==> config.mk <==
export PLATFORM = sky130hd
export DESIGN_NAME = multi_lane_judge_flat
export DESIGN_NICKNAME = d
export VERILOG_FILES = /design/src/rtl/multi_lane_judge_if.sv /design/src/rtl/multi_lane_judge.sv /design/src/flat_wrapper.sv
export SDC_FILE = /design/constraint.sdc
export NUM_CORES = 1
export LEC_CHECK = 0
export ABC_AREA = 1
export CORE_MARGIN = 2
export CORE_UTILIZATION = 35
export CTS_CLUSTER_DIAMETER = 80
export DETAILED_ROUTE_END_ITERATION = 7
export SLEW_MARGIN = 10
export SYNTH_ARGS = -nofsm -noshare
export SYNTH_HDL_FRONTEND = slang
export SYNTH_SLANG_ARGS = --single-unit
==> constraint.sdc <==
create_clock -name clk -period 5.1 [get_ports clk]
set_input_delay 1.275 -clock clk [delete_from_list [all_inputs] [get_ports clk]]
set_output_delay 1.275 -clock clk [all_outputs]
set_load 0.02 [all_outputs]
==> src/rtl/multi_lane_judge_if.sv <==
// Judge bus: game-state controls, raw buttons and note arrivals in;
// per-lane judgement pulses plus score/combo totals out.
interface multi_lane_judge_if #(
    parameter int NUM_LANES = 4,
    parameter int SCORE_W   = 16,
    parameter int COMBO_W   = 8
);
    logic                 enable;
    logic                 clear;
    logic [NUM_LANES-1:0] buttons;
    logic [NUM_LANES-1:0] note_arrive;
    logic [NUM_LANES-1:0] delete_note;
    logic [NUM_LANES-1:0] perfect_pulse;
    logic [NUM_LANES-1:0] good_pulse;
    logic [NUM_LANES-1:0] miss_pulse;
    logic [NUM_LANES-1:0] stray_press;
    logic [SCORE_W-1:0]   score;
    logic [COMBO_W-1:0]   combo;
    logic [COMBO_W-1:0]   max_combo;

    // Game controller / note shifter side
    modport master (
        output enable, clear, buttons, note_arrive,
        input  delete_note, perfect_pulse, good_pulse, miss_pulse, stray_press,
               score, combo, max_combo
    );

    // Judge side
    modport slave (
        input  enable, clear, buttons, note_arrive,
        output delete_note, perfect_pulse, good_pulse, miss_pulse, stray_press,
               score, combo, max_combo
    );
endinterface

==> src/rtl/multi_lane_judge.sv <==
// N-lane rhythm hit judge: per-lane button conditioning and note-window
// grading, plus shared combo / max-combo / saturating score accumulation.

// One lane: synchroniser, debouncer, press detect and IDLE/ARMED window FSM.
// Judgement outputs are combinational; the top registers them.
module multi_lane_judge_lane #(
    parameter int DEBOUNCE_CYCLES = 4,
    parameter int WIN_GOOD        = 6,
    parameter int WIN_PERFECT     = 2
) (
    input  logic clk,
    input  logic rst,
    input  logic enable,
    input  logic button,
    input  logic note_arrive,
    output logic perfect,
    output logic good,
    output logic miss,
    output logic stray
);
    localparam int T_LAST = 2 * WIN_GOOD;
    localparam int TW     = $clog2(T_LAST + 1);
    localparam int DW     = (DEBOUNCE_CYCLES > 1) ? $clog2(DEBOUNCE_CYCLES) : 1;

    localparam logic [TW-1:0] T_LAST_V = TW'(T_LAST);
    localparam logic [TW-1:0] PERF_LO  = TW'(WIN_GOOD - WIN_PERFECT);
    localparam logic [TW-1:0] PERF_HI  = TW'(WIN_GOOD + WIN_PERFECT);
    localparam logic [DW-1:0] DB_LAST  = DW'(DEBOUNCE_CYCLES - 1);

    typedef enum logic {IDLE, ARMED} state_t;

    logic [1:0]    sync;
    logic          deb;
    logic [DW-1:0] db_cnt;
    logic          press;
    state_t        state, state_n;
    logic [TW-1:0] timer, timer_n;

    // Two-flop synchroniser for the asynchronous button level
    always_ff @(posedge clk or negedge rst) begin
        if (!rst) sync <= '0;
        else      sync <= {sync[0], button};
    end

    // Debounce: accept a new level once it has differed for DEBOUNCE_CYCLES
    // consecutive cycles; press is registered on the accepted rising edge.
    always_ff @(posedge clk or negedge rst) begin
        if (!rst) begin
            deb    <= 1'b0;
            db_cnt <= '0;
            press  <= 1'b0;
        end else begin
            press <= 1'b0;
            if (sync[1] != deb) begin
                if (db_cnt == DB_LAST) begin
                    deb    <= sync[1];
                    db_cnt <= '0;
                    press  <= sync[1];
                end else begin
                    db_cnt <= db_cnt + DW'(1);
                end
            end else begin
                db_cnt <= '0;
            end
        end
    end

    // Lane FSM state and window timer
    always_ff @(posedge clk or negedge rst) begin
        if (!rst) begin
            state <= IDLE;
            timer <= '0;
        end else begin
            state <= state_n;
            timer <= timer_n;
        end
    end

    // Next state: a new note always (re)arms, a press or the last window
    // cycle retires the armed note, and leaving play drops everything.
    always_comb begin
        state_n = state;
        timer_n = timer;
        if (!enable) begin
            state_n = IDLE;
            timer_n = '0;
        end else if (note_arrive) begin
            state_n = ARMED;
            timer_n = '0;
        end else if (state == ARMED) begin
            if (press || timer == T_LAST_V) begin
                state_n = IDLE;
                timer_n = '0;
            end else begin
                timer_n = timer + TW'(1);
            end
        end
    end

    // Judgement: a press grades the armed note even if a new note arrives in
    // the same cycle; without a press, a replacing note or window end is a miss.
    always_comb begin
        perfect = 1'b0;
        good    = 1'b0;
        miss    = 1'b0;
        stray   = 1'b0;
        if (enable) begin
            if (state == IDLE) begin
                stray = press;
            end else if (press) begin
                if (timer >= PERF_LO && timer <= PERF_HI) perfect = 1'b1;
                else                                      good    = 1'b1;
            end else if (note_arrive || timer == T_LAST_V) begin
                miss = 1'b1;
            end
        end
    end
endmodule

module multi_lane_judge #(
    parameter int NUM_LANES       = 4,
    parameter int DEBOUNCE_CYCLES = 4,
    parameter int WIN_GOOD        = 6,
    parameter int WIN_PERFECT     = 2,
    parameter int PERFECT_PTS     = 3,
    parameter int GOOD_PTS        = 1,
    parameter int COMBO_TH        = 10,
    parameter int SCORE_W         = 16,
    parameter int COMBO_W         = 8
) (
    input  logic              clk,
    input  logic              rst,
    multi_lane_judge_if.slave bus
);
    localparam int SW1 = SCORE_W + 1;
    localparam int CW1 = COMBO_W + 1;

    logic [NUM_LANES-1:0] hit_perfect, hit_good, hit_miss, hit_stray;
    logic [NUM_LANES-1:0] delete_q, perfect_q, good_q, miss_q, stray_q;
    logic [SW1-1:0]       pts, score_sum;
    logic [CW1-1:0]       hits, combo_sum;
    logic [SCORE_W-1:0]   score_q, score_n;
    logic [COMBO_W-1:0]   combo_q, combo_n, max_q, max_n;

    multi_lane_judge_lane #(
        .DEBOUNCE_CYCLES (DEBOUNCE_CYCLES),
        .WIN_GOOD        (WIN_GOOD),
        .WIN_PERFECT     (WIN_PERFECT)
    ) u_lane [NUM_LANES-1:0] (
        .clk         (clk),
        .rst         (rst),
        .enable      (bus.enable),
        .button      (bus.buttons),
        .note_arrive (bus.note_arrive),
        .perfect     (hit_perfect),
        .good        (hit_good),
        .miss        (hit_miss),
        .stray       (hit_stray)
    );

    // Per-cycle totals: points and hit count summed over lanes, doubled on a
    // running combo, both saturating; any miss wipes the combo outright.
    always_comb begin
        pts  = '0;
        hits = '0;
        for (int i = 0; i < NUM_LANES; i++) begin
            if (hit_perfect[i]) begin
                pts  = pts + SW1'(PERFECT_PTS);
                hits = hits + CW1'(1);
            end else if (hit_good[i]) begin
                pts  = pts + SW1'(GOOD_PTS);
                hits = hits + CW1'(1);
            end
        end
        if (int'(combo_q) >= COMBO_TH) pts = pts << 1;

        score_sum = {1'b0, score_q} + pts;
        score_n   = score_sum[SCORE_W] ? '1 : score_sum[SCORE_W-1:0];

        combo_sum = {1'b0, combo_q} + hits;
        if (|hit_miss) combo_n = '0;
        else           combo_n = combo_sum[COMBO_W] ? '1 : combo_sum[COMBO_W-1:0];

        max_n = (combo_n > max_q) ? combo_n : max_q;
    end

    // Output registers: pulses always follow the lanes; totals hold while
    // not playing, and clear wins over same-cycle accumulation.
    always_ff @(posedge clk or negedge rst) begin
        if (!rst) begin
            delete_q  <= '0;
            perfect_q <= '0;
            good_q    <= '0;
            miss_q    <= '0;
            stray_q   <= '0;
            score_q   <= '0;
            combo_q   <= '0;
            max_q     <= '0;
        end else begin
            delete_q  <= hit_perfect | hit_good | hit_miss;
            perfect_q <= hit_perfect;
            good_q    <= hit_good;
            miss_q    <= hit_miss;
            stray_q   <= hit_stray;
            if (bus.clear) begin
                score_q <= '0;
                combo_q <= '0;
                max_q   <= '0;
            end else if (bus.enable) begin
                score_q <= score_n;
                combo_q <= combo_n;
                max_q   <= max_n;
            end
        end
    end

    assign bus.delete_note   = delete_q;
    assign bus.perfect_pulse = perfect_q;
    assign bus.good_pulse    = good_q;
    assign bus.miss_pulse    = miss_q;
    assign bus.stray_press   = stray_q;
    assign bus.score         = score_q;
    assign bus.combo         = combo_q;
    assign bus.max_combo     = max_q;
endmodule
==> src/flat_wrapper.sv <==
// flat-port wrapper written by rule: the top's interface ports become plain ports
module multi_lane_judge_flat 
#(
    parameter int NUM_LANES       = 4,
    parameter int DEBOUNCE_CYCLES = 4,
    parameter int WIN_GOOD        = 6,
    parameter int WIN_PERFECT     = 2,
    parameter int PERFECT_PTS     = 3,
    parameter int GOOD_PTS        = 1,
    parameter int COMBO_TH        = 10,
    parameter int SCORE_W         = 16,
    parameter int COMBO_W         = 8
)
  (clk, rst, bus_enable, bus_clear, bus_buttons, bus_note_arrive, bus_delete_note, bus_perfect_pulse, bus_good_pulse, bus_miss_pulse, bus_stray_press, bus_score, bus_combo, bus_max_combo);
  multi_lane_judge_if #(.NUM_LANES(NUM_LANES), .SCORE_W(SCORE_W), .COMBO_W(COMBO_W)) bus_i ();
  input  logic clk;
  input  logic rst;
  input wire logic [$bits(bus_i.enable)-1:0] bus_enable;
  input wire logic [$bits(bus_i.clear)-1:0] bus_clear;
  input wire logic [$bits(bus_i.buttons)-1:0] bus_buttons;
  input wire logic [$bits(bus_i.note_arrive)-1:0] bus_note_arrive;
  output wire logic [$bits(bus_i.delete_note)-1:0] bus_delete_note;
  output wire logic [$bits(bus_i.perfect_pulse)-1:0] bus_perfect_pulse;
  output wire logic [$bits(bus_i.good_pulse)-1:0] bus_good_pulse;
  output wire logic [$bits(bus_i.miss_pulse)-1:0] bus_miss_pulse;
  output wire logic [$bits(bus_i.stray_press)-1:0] bus_stray_press;
  output wire logic [$bits(bus_i.score)-1:0] bus_score;
  output wire logic [$bits(bus_i.combo)-1:0] bus_combo;
  output wire logic [$bits(bus_i.max_combo)-1:0] bus_max_combo;
  assign bus_i.enable = bus_enable;
  assign bus_i.clear = bus_clear;
  assign bus_i.buttons = bus_buttons;
  assign bus_i.note_arrive = bus_note_arrive;
  assign bus_delete_note = bus_i.delete_note;
  assign bus_perfect_pulse = bus_i.perfect_pulse;
  assign bus_good_pulse = bus_i.good_pulse;
  assign bus_miss_pulse = bus_i.miss_pulse;
  assign bus_stray_press = bus_i.stray_press;
  assign bus_score = bus_i.score;
  assign bus_combo = bus_i.combo;
  assign bus_max_combo = bus_i.max_combo;
  multi_lane_judge #(.NUM_LANES(NUM_LANES), .DEBOUNCE_CYCLES(DEBOUNCE_CYCLES), .WIN_GOOD(WIN_GOOD), .WIN_PERFECT(WIN_PERFECT), .PERFECT_PTS(PERFECT_PTS), .GOOD_PTS(GOOD_PTS), .COMBO_TH(COMBO_TH), .SCORE_W(SCORE_W), .COMBO_W(COMBO_W)) u_core (.clk(clk), .rst(rst), .bus(bus_i));
endmodule
Word level (Yosys, flattened, before mapping):

Index checks and enable logic that the tools add are counted.

* $add $sub $neg: 19
* $lt $le $gt $ge: 10
* equality and inequality tests: 16
* multiplexer cells: 131
* bitwise logic cells: 2
* reduce and logical (&&, ||, !) cells: 20

Operators with widths (number)
* 17-bit two-way mux: 7
* 1-bit two-way mux: 83
* 4-bit two-way mux: 16
* 8-bit two-way mux: 7
* 9-bit two-way mux: 6
* 16-bit two-way mux: 3
* 17-bit by 1-bit adder with 17-bit output, second input constant: 2
* 17-bit by 2-bit adder with 17-bit output, second input constant: 2
* 9-bit by 1-bit adder with 9-bit output, second input constant: 2
* 2-bit two-way mux: 9
* 16-bit by 17-bit adder with 17-bit output: 1
* 4-bit by 1-bit adder with 4-bit output, second input constant: 4
* 4-bit == test, second input constant: 4
* 4-bit by 3-bit greater-or-equal comparator with 1-bit output, second input constant: 4
* 4-bit less-or-equal comparator, second input constant: 4
* 3-bit by 1-bit inequality test with 1-bit output, second input constant: 4
* 2-bit AND reduction: 5
* 8-bit by 9-bit adder with 9-bit output: 1
* 2-bit by 1-bit adder with 2-bit output, second input constant: 4
* 2-bit == test, second input constant: 4
* 8-bit by 4-bit greater-or-equal comparator with 1-bit output, second input constant: 1
* 8-bit greater-than comparator: 1
* 1-bit logical OR: 8
* 4-bit OR: 2
* other kinds (7): 14

* flip-flop bits (word level): 96
* input bits: 12
* output and inout port bits: 52
* word-level logic and storage cells: 230

Logic depth before layout (Yosys ltp):

Gate-level depths: netlist of the first run.

* depth after elaboration: 24
* mapped depth: 39
* depth with buffers taken out: 39

Hierarchy:

From an unflattened synthesis of the first run, not the netlist that was laid out.

* cell total of the unflattened synthesis: 712
* area, all modules: 5751.8 um^2

By module, submodules not included
* multi_lane_judge: instances 1, cells an instance 448, area each 3534.6 um^2, sequential area each 1301.2 um^2
* multi_lane_judge_lane: instances 4, cells an instance 66, area each 554.3 um^2, sequential area each 275.3 um^2

Worst setup path after synthesis of the first run:

OpenSTA, ideal clock, no wires.

* path type: in2reg
* start point: input port bus_enable
* end point: register u_core.max_q[4], in the netlist u_core.bus.max_combo[4]
* library setup time: 128 ps
* data arrival time: 5093 ps
* required time: 4972 ps
* path slack: -121 ps
* cell stages on the path: 35
* buffers on the path: 0
* path through: nand2_1 > nor2_2 > nand2_1 > inv_1 > ha_1 > inv_1 > nand2_4 > nand2_4 > inv_1 > ha_1 > nand2_1 > nand2_1 > ha_1 > nor2_1 > a31oi_1 > inv_1 > fa_1 > nor2_1 > o21ai_0 > nand2_1 > nand2_1 > nor2_1 > nand2_1 > o211ai_2 > inv_1 > ha_1 > nand2_1 > nor2_1 > nand2_1 > o211ai_1 > nand3_1 > nand2_1 > inv_1 > nand2_1 > o21ai_0

* elaborated cells on any way between the ends: 34
* those cells by class: 4 x add/sub; 1 x order compare; 25 x mux; 4 x reduce/logical

RTL lines
* from (decl): line flat_wrapper.sv:18 `input wire logic [$bits(bus_i.enable)-1:0] bus_enable;`
* 1-bit two-way mux *: line multi_lane_judge.sv:107 `if (enable) begin`
* named net u_core.u_lane[1].good: line multi_lane_judge.sv:17 `output logic good,`
* 9-bit two-way mux *: line multi_lane_judge.sv:170 `end else if (hit_good[i]) begin`
* 9-bit two-way mux *: line multi_lane_judge.sv:167 `if (hit_perfect[i]) begin`
* 9-bit by 1-bit adder with 9-bit output: line multi_lane_judge.sv:169, multi_lane_judge.sv:172
* 9-bit two-way mux: line multi_lane_judge.sv:170
* 9-bit two-way mux *: line multi_lane_judge.sv:167
* 9-bit by 1-bit adder with 9-bit output: line multi_lane_judge.sv:169, multi_lane_judge.sv:172
* 9-bit two-way mux: line multi_lane_judge.sv:170
* 9-bit two-way mux *: line multi_lane_judge.sv:167
* 8-bit by 9-bit adder with 9-bit output *: line multi_lane_judge.sv:180 `combo_sum = {1'b0, combo_q} + hits;`
* 8-bit two-way mux *: line multi_lane_judge.sv:182 `else combo_n = combo_sum[COMBO_W] ? '1 : combo_sum[COMBO_W-1:0];`
* 8-bit two-way mux *: line multi_lane_judge.sv:181 `if (|hit_miss) combo_n = '0;`
* 8-bit greater-than comparator or 8-bit two-way mux (tied branches): line multi_lane_judge.sv:184 `max_n = (combo_n > max_q) ? combo_n : max_q;`
* 2-bit nonzero test (no line) or 8-bit two-way mux (tied branches)
* 2-bit AND reduction (no line) or 8-bit two-way mux (tied branches)
* to (signal assigned): line multi_lane_judge.sv:212 `max_q <= max_n;`
* to (decl): line multi_lane_judge.sv:143 `logic [COMBO_W-1:0] combo_q, combo_n, max_q, max_n;`

Mark *: on every way through the listed nets, which the timed path passes. The rest lies on a longest branch. The select of a mux whose other input is x is not followed.
A chain may end at the register's enable or synchronous reset.

Worst setup path in the final report of the first run:

* start point: input port bus_enable
* end point: register u_core.max_q[6], in the netlist u_core.bus.max_combo[6]

The elaborated chain is that of the path after synthesis.

==> results of run 1 <==
-- area by class of cell --
cell class	count	area [um^2]
Clock buffer	10	229
Multi-Input combinational cell	455	2800
Tap cell	211	264
Inverter	112	433
Clock inverter	6	50.0
Sequential cell	96	2400
Timing Repair Buffer	120	1080
Fill cell	1452	8000
-- power by group through the flow --
| stage | registers (mW) | logic (mW) | clock network, mW |
|---|---|---|---|
| 2_1_floorplan | 0.863 | 0.129 | 0 |
| 3_3_place_gp | 0.862 | 0.199 | 0 |
| 3_5_place_dp | 0.865 | 0.210 | 0 |
| 4_1_cts | 0.851 | 0.210 | 0.675 |
| 5_1_grt | 0.857 | 0.241 | 0.706 |
| 6_report | 0.851 | 0.209 | 0.657 |
-- worst max-delay path by stage --
stage	startpoint	endpoint	slack (ns)	cells past startpoint
floorplan	bus_enable	u_core.bus.max_combo[4]	0.02	35
global placement	bus_enable	u_core.bus.max_combo[4]	-0.65	36
detailed placement	bus_enable	u_core.bus.max_combo[4]	-0.88	33
CTS	bus_enable	u_core.bus.max_combo[4]	0.007	35
global route	bus_enable	u_core.bus.max_combo[4]	-0.14	37
finish	bus_enable	u_core.bus.max_combo[6]	0.11	36
-- worst register-to-register path, delay by kind of cell (launching register included) --
| family | cells | cell delay, ns |
|---|---|---|
| flops | 1 | 0.41 |
| buf+inv | 7 | 0.46 |
| simple gates | 20 | 1.79 |
| fa+ha+maj | 6 | 1.54 |
| compound gates | 5 | 0.52 |
-- per-stage QoR --
step / TNS (ns) / worst slack [ns] / power [mW] / hold slack (ns) / instances
3_3_place_gp: -10.03 / -0.650 / 1.06 / 0.332 / 989
3_5_place_dp: -12.90 / -0.878 / 1.08 / 0.340 / 989
5_1_grt: -0.952 / -0.141 / 1.80 / 0.367 / 1010
2_1_floorplan: 0 / 0.0181 / 0.991 / 0.331 / 669
6_report: 0 / 0.107 / 1.72 / 0.353 / 1010
4_1_cts: 0 / 0.00725 / 1.74 / 0.357 / 1008
-- Yosys cell counts, drive strengths merged --
cell type,count
a21o,2
a21oi,29
a22o,3
a31oi,3
buf,4
clkbuf,2
clkinv,1
dfrtp,96
fa,2
ha,37
inv,111
nand2,176
nand3,51
nand4,10
nor2,43
nor3,18
nor3b,1
nor4,2
o211ai,2
o21a,1
o21ai,45
o22ai,7
or2,4
xnor2,8
xor2,11
-- cells by family after synthesis --
group	Yosys count	share of synthesized area [%]
DFF	96	43.6
and+or+nand+nor	305	26.5
AOI/OAI and AO/OA	92	9.32
buffers and inverters	118	8.43
adders and majority gates	39	9.14
xor gates and xnor gates	19	3.02
-- routing by layer --
layer | vias to the layer above | wire (um) | GRT usage, % | part of all wire (%)
met3 | 23 | 561 | 4.09 | 4.4
met2 | 81 | 5910 | 25.7 | 46
met4 | 0 | 303 | 7.02 | 2.4
met5 | - | 0 | 0 | 0
li1 | 2403 | - | - | -
met1 | 2148 | 6000 | 21.0 | 47
-- timing repair --
item	CTS	global route
resized for setup	12	30
setup buffers	3	3
setup endpoints to repair	19	8
pin swaps	9	24
-- registers in the layout, summed over array words and instances (netlist names), 8 cells and up --
register and cells:
u_core.u_lane.db_cnt 8, u_core.bus.combo 8, u_core.bus.score 16, u_core.u_lane.sync 8, u_core.bus.max_combo 8, u_core.u_lane.timer 16
==> flow_summary.html, run 1 <==
<table>
<tr><th>Metric</th><th>Value</th></tr>
<tr><th colspan="2">Status</th></tr>
<tr><td>Status</td><td>completed</td></tr>
<tr><th colspan="2">Floorplanning</th></tr>
<tr><td>Core ar.</td><td>between 15000 and 20000 um^2</td></tr>
<tr><td>Floorplan die height</td><td>around 130 um</td></tr>
<tr><td>DIE AREA</td><td>roughly 17000 um^2</td></tr>
<tr><td>Die extent in x</td><td>129 um</td></tr>
<tr><td>Number of placed I/O pins</td><td>64</td></tr>
<tr><td>Number of rows created at floorplan</td><td>45</td></tr>
<tr><td>Starting density of the core</td><td>a little over a third</td></tr>
<tr><th colspan="2">Final layout</th></tr>
<tr><td>Antenna diode count</td><td>0</td></tr>
<tr><td>Area Growth Syn to Fin</td><td>31.8%</td></tr>
<tr><td>Share of layout cells above drive strength 1</td><td>between 10% and 20%</td></tr>
<tr><td>Post-route cell area</td><td>7260 um^2</td></tr>
<tr><td>Most frequent cells in the layout</td><td>157 x nand2_1, 96 x inv_1, 96 x dfrtp_1</td></tr>
<tr><td>Util after Layout</td><td>approximately 48%</td></tr>
<tr><td>Net count reported at finish</td><td>around 850</td></tr>
<tr><td>Most frequent standard cell in the layout excluding fill and tap cells</td><td>nand2_1</td></tr>
<tr><th colspan="2">Synth</th></tr>
<tr><td>Area share of the largest cell type after synthesis</td><td>a little over two fifths</td></tr>
<tr><td>Yosys warning count</td><td>0</td></tr>
<tr><td>Synth Instances</td><td>between 600 and 700</td></tr>
<tr><td>Fraction of the yosys area taken by sequential cells</td><td>43.6%</td></tr>
<tr><td>Number of distinct library cells after synthesis</td><td>between 40 and 50</td></tr>
<tr><td>Post-Syn Area per Cell</td><td>around 8 um^2</td></tr>
<tr><td>Top cell type by total area after synthesis</td><td>dfrtp_1</td></tr>
<tr><td>Netlist Area Pre-Place</td><td>roughly 5500 um^2</td></tr>
<tr><td>Most area-consuming cells after synthesis</td><td>dfrtp_1 44%, nand2_1 11%, ha_1 8.4%</td></tr>
<tr><td>Number of synthesized register bits</td><td>96</td></tr>
<tr><td>Synth Net Count</td><td>720</td></tr>
<tr><th colspan="2">Detailed routing</th></tr>
<tr><td>Wire length after detailed routing</td><td>12800 um</td></tr>
<tr><td>Total iterations of the first detailed-routing run</td><td>4</td></tr>
<tr><td>DR vias/cell</td><td>4.61</td></tr>
<tr><td>DRT antenna net count</td><td>0</td></tr>
<tr><td>DR WL/cell</td><td>roughly 13 um</td></tr>
<tr><td>Number of design rule violations left after detail routing</td><td>0</td></tr>
<tr><td>Routed vias</td><td>roughly 4.7k</td></tr>
<tr><td>Drt first-iter violations</td><td>between 200 and 250</td></tr>
<tr><th colspan="2">Timing</th></tr>
<tr><td>RSZ-0062 raised after global routing</td><td>true</td></tr>
<tr><td>Worst relative slew slack</td><td>about half</td></tr>
<tr><td>Min cycle time layout</td><td>between 4 and 5 ns</td></tr>
<tr><td>Final slew viol count</td><td>0</td></tr>
<tr><td>Final hold violation count</td><td>0</td></tr>
<tr><td>Endpoints failing setup</td><td>0</td></tr>
<tr><td>Final clock skew</td><td>0.00706 ns</td></tr>
<tr><td>Worst Max-Slew Pin Slew</td><td>0.758 ns</td></tr>
<tr><td>Achievable clock frequency</td><td>~0.2 GHz</td></tr>
<tr><td>Fin crit share</td><td>a little over nine tenths</td></tr>
<tr><th colspan="2">Setup path</th></tr>
<tr><td>Worst reg-to-reg path cell count</td><td>38</td></tr>
<tr><td>Worst flop-to-flop path startpoint</td><td>u_core.u_lane[1].timer[0]</td></tr>
<tr><td>CP required</td><td>about 5.4 ns</td></tr>
<tr><td>R2r setup slk</td><td>around 0.28 ns</td></tr>
<tr><td>Reg-to-reg endpoint</td><td>u_core.bus.max_combo[6]</td></tr>
<tr><td>Cell occurring most often along the worst timing path</td><td>nand2_4</td></tr>
<tr><td>Arr. time, crit path</td><td>between 5 and 6 ns</td></tr>
<tr><td>Kind of end point of the critical path</td><td>register</td></tr>
<tr><td>Critical-path cell with the highest stage delay</td><td>fa_2</td></tr>
<tr><td>Worst path bufs/invs</td><td>7</td></tr>
<tr><td>Critical path launch point type</td><td>input pin</td></tr>
<tr><td>Critical setup path kind</td><td>in2reg</td></tr>
<tr><td>Critical-path maximum fanout</td><td>5</td></tr>
<tr><td>Largest stage delay on the critical path</td><td>between 0.3 and 0.4 ns</td></tr>
<tr><td>Dominant delay contributor by cell family on the critical path</td><td>simple AND/OR/NAND/NOR gates</td></tr>
<tr><th colspan="2">Clock network</th></tr>
<tr><td>Number of buffers inserted by hold repair at cts</td><td>0</td></tr>
<tr><td>Clock buffer count from CTS</td><td>9</td></tr>
<tr><td>Root buffer cell</td><td>clkbuf_16</td></tr>
<tr><td>Count of H-tree levels built during CTS</td><td>3</td></tr>
<tr><td>Clk buf depth</td><td>2</td></tr>
<tr><td>Number of clock sinks</td><td>96</td></tr>
<tr><td>TritonCTS clock tree</td><td>built</td></tr>
<tr><td>Latest clock arrival within the worst-skew pair</td><td>roughly 0.36 ns</td></tr>
<tr><td>Clock-pin slew of the registers on the worst-case setup and hold paths</td><td>about 0.070 ns</td></tr>
<tr><th colspan="2">Global route</th></tr>
<tr><td>Number of global-route vias before repair</td><td>about 4.6k</td></tr>
<tr><td>GR Util All Layers</td><td>~16%</td></tr>
<tr><td>Number of antenna violations at the first check in global routing</td><td>0</td></tr>
<tr><td>Largest net degree at the start of global routing</td><td>slightly below 60</td></tr>
<tr><td>Remaining Overflow, GRT</td><td>0</td></tr>
<tr><td>Wire length of the first global-routing pass</td><td>around 21000 um</td></tr>
<tr><th colspan="2">Power and ir drop</th></tr>
<tr><td>Share of power burned in registers</td><td>approximately half</td></tr>
<tr><td>Clk pwr share</td><td>about two fifths</td></tr>
<tr><td>Power density over the cells</td><td>between 200 and 250 nW/um^2</td></tr>
<tr><td>Sw Ratio</td><td>around 28%</td></tr>
<tr><td>Internal Power</td><td>~1.2 mW</td></tr>
<tr><td>Power share of the combinational group</td><td>between 10% and 20%</td></tr>
<tr><td>Static Leakage</td><td>~3.6 nW</td></tr>
<tr><td>Net Switching</td><td>around 0.48 mW</td></tr>
<tr><td>Max VDD drop</td><td>0.000163 V</td></tr>
<tr><th colspan="2">Min path</th></tr>
<tr><td>Hold worst-path end</td><td>u_core.u_lane[1].sync[1]</td></tr>
<tr><td>Startpoint of the most critical hold path</td><td>u_core.u_lane[1].sync[0]</td></tr>
<tr><td>Kind of path behind the tightest hold check</td><td>reg2reg</td></tr>
<tr><td>Hold Path Stages</td><td>0</td></tr>
<tr><th colspan="2">Placement</th></tr>
<tr><td>Number of input and output port buffers inserted</td><td>between 60 and 70</td></tr>
<tr><td>Placed Area</td><td>a little under 7000 um^2</td></tr>
<tr><td>Global placement routability congestion</td><td>around 0.85</td></tr>
<tr><td>Final HPWL from detailed placement</td><td>about 9600 um</td></tr>
<tr><th colspan="2">Run</th></tr>
<tr><td>Number of maximum-capacitance constraint violations</td><td>0</td></tr>
</table>
No activity file was read; power rests on OpenSTA's default activity.
==> inputs of run 2 (changes only) <==
- CORE_UTILIZATION: 35 -> 41
- SLEW_MARGIN: 10 -> 0
==> flow_summary.html, run 2 (synthesis results as in run 1) <==
<table>
<tr><th>Metric</th><th>Value</th></tr>
<tr><th colspan="2">Status</th></tr>
<tr><td>Status</td><td>completed</td></tr>
<tr><th colspan="2">Min path</th></tr>
<tr><td>Kind of path behind the tightest hold check</td><td>reg2reg</td></tr>
<tr><td>Startpoint of the most critical hold path</td><td>u_core.u_lane[2].sync[0]</td></tr>
<tr><td>Hold Path Stages</td><td>0 (unchanged)</td></tr>
<tr><td>Hold worst-path end</td><td>u_core.u_lane[2].sync[1]</td></tr>
<tr><th colspan="2">Setup path</th></tr>
<tr><td>Kind of end point of the critical path</td><td>register</td></tr>
<tr><td>Cell occurring most often along the worst timing path</td><td>buf_4</td></tr>
<tr><td>R2r setup slk</td><td>0.35 ns (+0.07 ns)</td></tr>
<tr><td>Critical-path maximum fanout</td><td>2 (-3)</td></tr>
<tr><td>Timing startpoint of the critical path</td><td>bus_enable</td></tr>
<tr><td>Reg-to-reg endpoint</td><td>u_core.bus.max_combo[3]</td></tr>
<tr><td>Critical path launch point type</td><td>input pin</td></tr>
<tr><td>Worst flop-to-flop path startpoint</td><td>u_core.u_lane[1].timer[0]</td></tr>
<tr><td>Critical-path cell with the highest stage delay</td><td>buf_4</td></tr>
<tr><td>Worst reg-to-reg path cell count</td><td>37 (-2.6%)</td></tr>
<tr><td>Largest stage delay on the critical path</td><td>0.13 ns (-0.24 ns)</td></tr>
<tr><td>Arr. time, crit path</td><td>5.27 ns (+0.03 ns)</td></tr>
<tr><td>Critical setup path kind</td><td>in2reg</td></tr>
<tr><td>CP required</td><td>5.39 ns (+0.04 ns)</td></tr>
<tr><th colspan="2">Clock network</th></tr>
<tr><td>Latest clock arrival within the worst-skew pair</td><td>0.36 ns (about the same)</td></tr>
<tr><td>Number of buffers inserted by hold repair at cts</td><td>0 (unchanged)</td></tr>
<tr><td>Clk buf depth</td><td>2 (unchanged)</td></tr>
<tr><td>Clock buffer count from CTS</td><td>9 (unchanged)</td></tr>
<tr><td>TritonCTS clock tree</td><td>built</td></tr>
<tr><td>Count of H-tree levels built during CTS</td><td>3 (unchanged)</td></tr>
<tr><td>Clock-pin slew of the registers on the worst-case setup and hold paths</td><td>0.06 ns (about the same)</td></tr>
<tr><td>Root buffer cell</td><td>clkbuf_16</td></tr>
<tr><td>Number of clock sinks</td><td>96 (unchanged)</td></tr>
<tr><th colspan="2">Placement</th></tr>
<tr><td>Number of input and output port buffers inserted</td><td>63 (unchanged)</td></tr>
<tr><td>Worst slack at placement</td><td>-0.824 ns (+0.0541 ns)</td></tr>
<tr><td>Global placement routability congestion</td><td>0.835 (-1.6%)</td></tr>
<tr><td>Final HPWL from detailed placement</td><td>9480 um (-1.2%)</td></tr>
<tr><td>Placed instance count</td><td>958 (-3.1%)</td></tr>
<tr><th colspan="2">Detailed routing</th></tr>
<tr><td>Total iterations of the first detailed-routing run</td><td>5 (+1)</td></tr>
<tr><td>Routed vias</td><td>4957 (+6.5%)</td></tr>
<tr><td>Number of design rule violations left after detail routing</td><td>0 (unchanged)</td></tr>
<tr><td>Drt first-iter violations</td><td>346 (+47%)</td></tr>
<tr><td>DRT antenna net count</td><td>0 (unchanged)</td></tr>
<tr><td>DR vias/cell</td><td>4.87 (+5.8%)</td></tr>
<tr><td>DR WL/cell</td><td>13.6 um (+7.4%)</td></tr>
<tr><td>Wire length after detailed routing</td><td>13800 um (+8.1%)</td></tr>
<tr><th colspan="2">Global route</th></tr>
<tr><td>Remaining Overflow, GRT</td><td>0 (unchanged)</td></tr>
<tr><td>Largest net degree at the start of global routing</td><td>52 (-10%)</td></tr>
<tr><td>Number of antenna violations at the first check in global routing</td><td>0 (unchanged)</td></tr>
<tr><td>Wire length of the first global-routing pass</td><td>23300 um (+8.8%)</td></tr>
<tr><td>Number of global-route vias before repair</td><td>5033 (+8.6%)</td></tr>
<tr><td>GR Util All Layers</td><td>20.3% (+4.1 points)</td></tr>
<tr><th colspan="2">Timing</th></tr>
<tr><td>Achievable clock frequency</td><td>0.201 GHz (+0.23%)</td></tr>
<tr><td>TNS Setup</td><td>0 ns (unchanged)</td></tr>
<tr><td>Setup WS post-layout</td><td>0.118 ns (+0.0116 ns)</td></tr>
<tr><td>Final hold violation count</td><td>0 (unchanged)</td></tr>
<tr><td>Worst Max-Slew Pin Slew</td><td>1.10 ns (+0.339 ns)</td></tr>
<tr><td>Worst relative slew slack</td><td>26.6% (-23 points)</td></tr>
<tr><td>Worst Hold Margin</td><td>0.350 ns (-0.00294 ns)</td></tr>
<tr><td>Final clock skew</td><td>0.00589 ns (-0.00118 ns)</td></tr>
<tr><td>Min cycle time layout</td><td>4.98 ns (-0.0116 ns)</td></tr>
<tr><td>RSZ-0062 raised after global routing</td><td>true</td></tr>
<tr><td>Final slew viol count</td><td>0 (unchanged)</td></tr>
<tr><td>Endpoints failing setup</td><td>0 (unchanged)</td></tr>
<tr><td>Fin crit share</td><td>97.7% (-0.23 points)</td></tr>
<tr><th colspan="2">Run</th></tr>
<tr><td>Number of maximum-capacitance constraint violations</td><td>0 (unchanged)</td></tr>
<tr><th colspan="2">Floorplanning</th></tr>
<tr><td>Starting density of the core</td><td>41.7% (+5.7 points)</td></tr>
<tr><td>DIE AREA</td><td>14400 um^2 (-14%)</td></tr>
<tr><td>Number of placed I/O pins</td><td>64 (unchanged)</td></tr>
<tr><td>Core ar.</td><td>13200 um^2 (-14%)</td></tr>
<tr><td>Number of rows created at floorplan</td><td>42 (-6.7%)</td></tr>
<tr><td>Floorplan die height</td><td>120 um (-7.4%)</td></tr>
<tr><td>Die extent in x</td><td>120 um (-7.4%)</td></tr>
<tr><th colspan="2">Final layout</th></tr>
<tr><td>Seq. cell area</td><td>2400 um^2 (unchanged)</td></tr>
<tr><td>Antenna diode count</td><td>0 (unchanged)</td></tr>
<tr><td>Multi-input gate area</td><td>2940 um^2 (+4.8%)</td></tr>
<tr><td>Share of layout cells above drive strength 1</td><td>25.4% (+7.2 points)</td></tr>
<tr><td>Net count reported at finish</td><td>887 (+5.0%)</td></tr>
<tr><td>Non-filler instance count after layout</td><td>1017 (+0.69%)</td></tr>
<tr><td>Most frequent cells in the layout</td><td>149 x nand2_1, 97 x buf_4, 96 x inv_1, 96 x dfrtp_1, 61 x clkdlybuf4s50_1</td></tr>
<tr><td>Most frequent standard cell in the layout excluding fill and tap cells</td><td>nand2_1</td></tr>
<tr><td>Filler cell count in the final layout</td><td>1160 (-20%)</td></tr>
<tr><td>Area Growth Syn to Fin</td><td>39.5%</td></tr>
<tr><th colspan="2">Power and ir drop</th></tr>
<tr><td>Power density over the cells</td><td>230 nW/um^2 (-2.8%)</td></tr>
<tr><td>Overall power of the completed layout</td><td>1.77 mW (+2.9%)</td></tr>
<tr><td>Static Leakage</td><td>3.78 nW (+5.3%)</td></tr>
<tr><td>Max VDD drop</td><td>0.000153 V (-6.0%)</td></tr>
</table>
[run 2: how the worst max path moves through the flow]
stage          slack (ns)                        end  cells after the start
2_1_floorplan        0.02    u_core.bus.max_combo[4]                     35
3_3_place_gp        -0.59    u_core.bus.max_combo[4]                     36
3_5_place_dp        -0.82    u_core.bus.max_combo[6]                     33
4_1_cts              0.03    u_core.bus.max_combo[0]                     35
5_1_grt             -0.13       u_core.bus.score[14]                     35
6_report             0.12  u_core.bus.stray_press[1]                     33
[run 2: layout make-up]
type / count / share of cell area (%)
clock buffer: 10 / 2.98
clock inverter: 6 / 0.879
inverter: 112 / 5.64
multi-input combinational: 455 / 38.2
sequential: 96 / 31.3
tap: 176 / 2.87
timing repair buffer: 162 / 18.1
[run 2: report_power, final]
group	switching [mW]	total, mW	internal (mW)
registers	0.0359	0.852	0.816
logic	0.132	0.227	0.0948
clock network	0.304	0.686	0.383
total	0.472	1.77	1.29
[run 2: per-layer routing]
metal | vias to the layer above | global-route usage (%) | wire length [um]
li1 | 2479 | - | -
met1 | 2362 | 25.7 | 6080
met2 | 91 | 34.0 | 6920
met3 | 25 | 3.28 | 461
met4 | 0 | 9.71 | 352
met5 | - | 0 | 0
[run 2: what timing repair did]
| action | CTS | global route |
|---|---|---|
| pin swaps | 14 | 26 |
| setup endpoints to repair | 9 | 25 |
| buffers inserted | 42 | 5 |
| resized for setup | 13 | 59 |
[run 2: critical path, delay by kind of cell]
| family | cells | cell delay (ns) |
|---|---|---|
| AND/OR/NAND/NOR | 2 | 0.16 |
| buffers and inverters | 31 | 3.83 |
[run 2: metrics by stage]
step	area [um^2]	utilization, %
finish	7680	58.2
global route	7680	58.2
CTS	7410	56.2
detailed placement	6780	51.4
global placement	6780	51.4
floorplan	5530	-
